--- src/rtl/fetch_pkg.sv ---
// fetch_pkg: shared state encoding and constants for the instruction fetch unit
package fetch_pkg;
  localparam int INSTR_BYTES = 4;
  localparam logic [31:0] NOP_INSTR = 32'h0000_0013;
  typedef enum logic [2:0] {S_IDLE, S_FETCH, S_VALID, S_DRAIN, S_TRAP} fetch_state_t;
endpackage

--- src/rtl/fetch_pc_reg.sv ---
// fetch_pc_reg: architectural PC register with redirect load and sequential increment
// Ports: clk, rst (async, active-high); i_load/i_load_pc load a redirect target;
//        i_inc advances by one instruction; o_pc current PC; o_pc_plus4 next sequential PC.
module fetch_pc_reg
  import fetch_pkg::*;
#(
  parameter int ADDR_WIDTH = 32,
  parameter logic [ADDR_WIDTH-1:0] RESET_VECTOR = '0
) (
  input  logic                  clk,
  input  logic                  rst,
  input  logic                  i_load,
  input  logic [ADDR_WIDTH-1:0] i_load_pc,
  input  logic                  i_inc,
  output logic [ADDR_WIDTH-1:0] o_pc,
  output logic [ADDR_WIDTH-1:0] o_pc_plus4
);
  logic [ADDR_WIDTH-1:0] r_pc;
  // Increment wraps modulo 2^ADDR_WIDTH by construction.
  assign o_pc_plus4 = r_pc + ADDR_WIDTH'(INSTR_BYTES);
  assign o_pc = r_pc;
  always_ff @(posedge clk or posedge rst)
    if (rst) r_pc <= RESET_VECTOR;
    else r_pc <= i_load ? i_load_pc : i_inc ? o_pc_plus4 : r_pc;
endmodule

--- src/rtl/instr_fetch_unit.sv ---
// instr_fetch_unit: fetches instructions at the PC over req/ack and hands them to decode via valid/ready
// Ports: clk, rst (async, active-high); redirect_valid/redirect_pc branch target;
//        imem_req/imem_addr/imem_ack/imem_rdata memory port (one request outstanding);
//        instr_valid/instr_ready/instr/instr_pc decode handshake.
// Option INSTR_FETCH_MISALIGN_TRAP_EN: adds fetch_misaligned and a terminal trap state
// for redirects to non-word-aligned targets instead of silently clearing the low bits.
module instr_fetch_unit
  import fetch_pkg::*;
#(
  parameter int DATA_WIDTH = 32,
  parameter int ADDR_WIDTH = 32,
  parameter logic [ADDR_WIDTH-1:0] RESET_VECTOR = '0
) (
  input  logic                  clk,
  input  logic                  rst,
  input  logic                  redirect_valid,
  input  logic [ADDR_WIDTH-1:0] redirect_pc,
  output logic                  imem_req,
  output logic [ADDR_WIDTH-1:0] imem_addr,
  input  logic                  imem_ack,
  input  logic [DATA_WIDTH-1:0] imem_rdata,
  output logic                  instr_valid,
  input  logic                  instr_ready,
  output logic [DATA_WIDTH-1:0] instr,
  output logic [ADDR_WIDTH-1:0] instr_pc
`ifdef INSTR_FETCH_MISALIGN_TRAP_EN
  ,
  output logic                  fetch_misaligned
`endif
);
  fetch_state_t r_state, w_next;
  logic [ADDR_WIDTH-1:0] r_req_addr, w_req_next, w_pc, w_pc_plus4, w_redir_pc;
  logic [DATA_WIDTH-1:0] r_instr;
  logic [ADDR_WIDTH-1:0] r_instr_pc;
  logic w_pc_load, w_pc_inc, w_req_load, w_latch, w_misal, w_trap_pend;
`ifdef INSTR_FETCH_MISALIGN_TRAP_EN
  logic r_misal;
  assign w_redir_pc = redirect_pc;
  assign w_misal = redirect_valid && (redirect_pc[1:0] != 2'b00);
  // A misaligned redirect seen during a drain is remembered until the ack retires it.
  assign w_trap_pend = r_misal | w_misal;
  assign fetch_misaligned = r_misal;
  always_ff @(posedge clk or posedge rst)
    if (rst) r_misal <= 1'b0;
    else if (r_state != S_TRAP) r_misal <= w_trap_pend;
`else
  assign w_redir_pc = redirect_pc & ~ADDR_WIDTH'(3);
  assign w_misal = 1'b0;
  assign w_trap_pend = 1'b0;
`endif
  fetch_pc_reg #(.ADDR_WIDTH(ADDR_WIDTH), .RESET_VECTOR(RESET_VECTOR)) u_pc (
    .clk(clk), .rst(rst), .i_load(w_pc_load), .i_load_pc(w_redir_pc),
    .i_inc(w_pc_inc), .o_pc(w_pc), .o_pc_plus4(w_pc_plus4)
  );
  assign imem_req = (r_state == S_FETCH) || (r_state == S_DRAIN);
  assign imem_addr = r_req_addr;
  assign instr_valid = (r_state == S_VALID);
  assign instr = r_instr;
  assign instr_pc = r_instr_pc;
  // req_addr always tracks pc whenever a new request starts, so the new request
  // address is either the redirect target or the already-updated pc.
  always_comb begin
    w_next = r_state;
    w_pc_load = 1'b0;
    w_pc_inc = 1'b0;
    w_req_load = 1'b0;
    w_req_next = redirect_valid ? w_redir_pc : w_pc;
    w_latch = 1'b0;
    unique case (r_state)
      S_IDLE: begin
        w_pc_load = redirect_valid;
        w_req_load = 1'b1;
        w_next = w_misal ? S_TRAP : S_FETCH;
      end
      S_FETCH:
        if (imem_ack && !redirect_valid) begin
          w_latch = 1'b1;
          w_pc_inc = 1'b1;
          w_next = S_VALID;
        end else if (imem_ack) begin
          w_pc_load = 1'b1;
          w_req_load = 1'b1;
          w_next = w_misal ? S_TRAP : S_FETCH;
        end else if (redirect_valid) begin
          w_pc_load = 1'b1;
          w_next = S_DRAIN;
        end
      S_DRAIN: begin
        w_pc_load = redirect_valid;
        w_req_load = imem_ack;
        w_next = !imem_ack ? S_DRAIN : w_trap_pend ? S_TRAP : S_FETCH;
      end
      S_VALID:
        if (redirect_valid) begin
          w_pc_load = 1'b1;
          w_req_load = 1'b1;
          w_next = w_misal ? S_TRAP : S_FETCH;
        end else if (instr_ready) begin
          w_req_load = 1'b1;
          w_next = S_FETCH;
        end
      S_TRAP: w_next = S_TRAP;
      default: w_next = S_IDLE;
    endcase
  end
  always_ff @(posedge clk or posedge rst)
    if (rst) begin
      r_state <= S_IDLE;
      r_req_addr <= RESET_VECTOR;
      r_instr <= DATA_WIDTH'(NOP_INSTR);
      r_instr_pc <= '0;
    end else begin
      r_state <= w_next;
      if (w_req_load) r_req_addr <= w_req_next;
      if (w_latch) begin
        r_instr <= imem_rdata;
        r_instr_pc <= r_req_addr;
      end
    end
endmodule

--- config.mk ---
export PLATFORM = sky130hd
export DESIGN_NAME = instr_fetch_unit
export DESIGN_NICKNAME = d
export VERILOG_FILES = /design/src/rtl/fetch_pkg.sv /design/src/rtl/fetch_pc_reg.sv /design/src/rtl/instr_fetch_unit.sv
export SDC_FILE = /design/constraint.sdc
export NUM_CORES = 1
export LEC_CHECK = 0
export CAP_MARGIN = 5
export CORE_UTILIZATION = 30
export CTS_CLUSTER_SIZE = 16
export DETAILED_ROUTE_END_ITERATION = 10
export DONT_BUFFER_PORTS = 1
export SLEW_MARGIN = 10
export SYNTH_ARGS = -nofsm -noshare
export SYNTH_HDL_FRONTEND = slang
export SYNTH_HIERARCHICAL = 1
export SYNTH_SLANG_ARGS = --single-unit
--- constraint.sdc ---
create_clock -name clk -period 3 [get_ports clk]
set_input_delay 0.15 -clock clk [delete_from_list [all_inputs] [get_ports clk]]
set_output_delay 0.15 -clock clk [all_outputs]
set_load 0.005 [all_outputs]
==> flow_metrics.py <==
metrics = {
    "grt": {
        "antenna_found_initial": 1,
        "grt_pass1_vias": 4497,
        "grt.overflow.total": 0,
        "grt_max_degree": 65,
        "grt_pass1_wl_mm": 24.85,
        "grt.total_usage_pct": 15.03,
    },
    "worst_setup_path": {
        "crit_arrival_ns": 2.97,
        "start_kind": "register",
        "endpoint_kind": "register",
        "worstSetupPathType": "register to register",
        "r2r_slack_ns": 0.39,
        "crit_fanout": 9,
        "cp.required_ns": 3.36,
    },
    "timing": {
        "post-route-min-period_ns": 2.610,
        "setup_viol": 0,
        "finalCritPeriodShare_pct": 87.02,
        "slew_violations": 0,
        "max_slew_margin_pct": 42.65,
        "fmax_mhz": 383.1,
        "whs_ns": 0.01136,
        "skew_ns": 0.01696,
        "worstMarginPinSlew_ns": 0.8603,
        "rsz0062_at_grt": "false",
        "hold_viol": 0,
        "tns_ns": 0,
    },
    "floorplanning": {
        "core_area_sq_um": 20430,
        "die_w_microns": 147.2,
        "row_count": 52,
        "initial_utilization_pct": 30.95,
        "pin_count": 167,
        "dieArea_sq_um": 21660,
        "die_h_microns": 147.2,
    },
    "clocking": {
        "worstSkewPairLatency_ns": 0.43,
        "htreeDepth": 4,
        "clock_path_buffers": 2,
        "cts_tree": "done",
        "cts_resized": 0,
        "root_buffer": "clkbuf_16",
        "post-cts-setup-buffers": 0,
        "hold_buffers": 66,
        "numCtsBuffers": 17,
        "cts.sinks": 131,
        "cts.clk_slew.worst_paths_ns": 0.07,
    },
    "outcome": {
        "status": "complete, no violations",
    },
    "run": {
        "maxCapViolations": 0,
    },
    "power": {
        "power_switching_share_pct": 28.46,
        "p_leak_nw": 3.188,
        "pwr-share-comb_pct": 14.7,
        "power_density_nw_per_um2": 749.9,
        "seqPwrFrac_pct": 47.6,
        "power.internal_mw": 4.170,
        "peakVddDrop_v": 0.0003491,
        "p_clk_share_pct": 37.7,
        "netSwitchingPower_mw": 1.659,
    },
    "detailed_routing": {
        "num_vias": 4129,
        "vias_per_cell": 4.927,
        "routedWlPerCell_microns": 18.91,
        "ant_nets": 0,
        "drcViolationCount": 0,
        "drt_first_pass_iters": 4,
        "wl_mm": 15.85,
        "drt_iter0_markers": 163,
    },
    "logic_synthesis": {
        "syn_avg_cell_area_sq_um": 12.65,
        "syn_inst": 500,
        "synth_area_sq_um": 6324,
        "ys_warn_count": 6,
    },
    "final_layout": {
        "drive_gt1_share_pct": 24.30,
        "area_growth_pct": 22.93,
        "post-route-util_pct": 38.05,
        "fill_cells": 1973,
        "nets": 625,
        "diodes": 0,
    },
    "placement": {
        "gp_congestion": 0.7991,
        "portBuffers": 0,
        "dp_hpwl_mm": 10.19,
    },
    "hold_path": {
        "worstHoldPathType": "input pin to register",
    },
}
-- metrics by stage --
stage	power [mW]	cell area [sq um]	setup slack [ns]	instances
floorplan	3.369	6327	0.2645	501
global placement	3.540	6496	0.4690	740
detailed placement	3.604	6496	0.3765	740
CTS	5.917	7774	0.3725	838
global route	6.134	7774	0.2143	838
finish	5.829	7774	0.3895	838
-- cell usage in the layout (no fill, tap or decap), types with 4 or more instances in the layout --
cell,instances
a21oi_1,4
a31oi_1,10
and2_1,4
and4_1,6
buf_4,9
clkbuf_16,17
clkinv_4,5
dfrtp_1,128
dlygate4sd3_1,66
inv_1,5
mux2_1,49
mux2_2,49
mux2_4,30
nand2_1,30
nand3_1,12
nand4_1,14
nor2_1,17
nor2b_1,5
nor3_1,5
o21ai_0,25
or3_1,6
xnor2_1,8
xor2_1,7
-- area by class of cell --
cell class / count / area (sq um) / share of cell area [%]
repair buffers: 75 / 728.2 / 9.367
flip-flops and latches: 131 / 3282 / 42.22
inverters: 6 / 25.02 / 0.3219
clock buffers: 18 / 439.2 / 5.649
multi-input cells: 324 / 2784 / 35.81
clock inverters: 14 / 177.7 / 2.286
well taps: 270 / 337.8 / 4.346
-- metal layers --
layer	track usage [%]	wire length (microns)
met5	0	0
met4	5.309	173
met3	4.503	966
met2	24.91	7708
met1	18.49	7002
-- sequential cells by signal (all words and copies together), names as in the netlist --
name       cells
instr_pc      32
instr         32
u_pc/o_pc     32
r_state        3
imem_addr     32
-- power by group through the flow --
stage               Combinational [mW]  Clock (mW)  Sequential (mW)
floorplan                        0.739           0             2.63
global placement                 0.750           0             2.79
detailed placement               0.791           0             2.81
CTS                              0.873        2.26             2.79
global route                     0.948        2.33             2.85
finish                           0.858        2.20             2.77
-- path summary, 6_finish.rpt --
path	from	to	depth (start not counted)
worst max-delay path	r_state[0]$_DFFE_PP0P_	u_pc/o_pc[24]$_DFFE_PP0N_	7
worst min-delay path	redirect_pc[7]	imem_addr[7]$_DFFE_PP0P_	2
worst max register to register	r_state[0]$_DFFE_PP0P_	u_pc/o_pc[24]$_DFFE_PP0N_	7
worst min register to register	u_pc/o_pc[1]$_DFFE_PP0P_	u_pc/o_pc[1]$_DFFE_PP0P_	1
max in group asynchronous	rst	instr[0]$_DFFE_PP1P_	3
min in group asynchronous	rst	u_pc/o_pc[17]$_DFFE_PP0N_	3
-- critical path, cell delays in order, from the launching register on --
cell and delay [ns]:
dfrtp_1 0.52, nor2b_1 0.30, nand2_4 0.07, inv_1 0.12
nand4_1 0.24, or4_4 0.61, or4_1 0.51, a31oi_1 0.17
No activity file was read; power rests on OpenSTA's default activity.
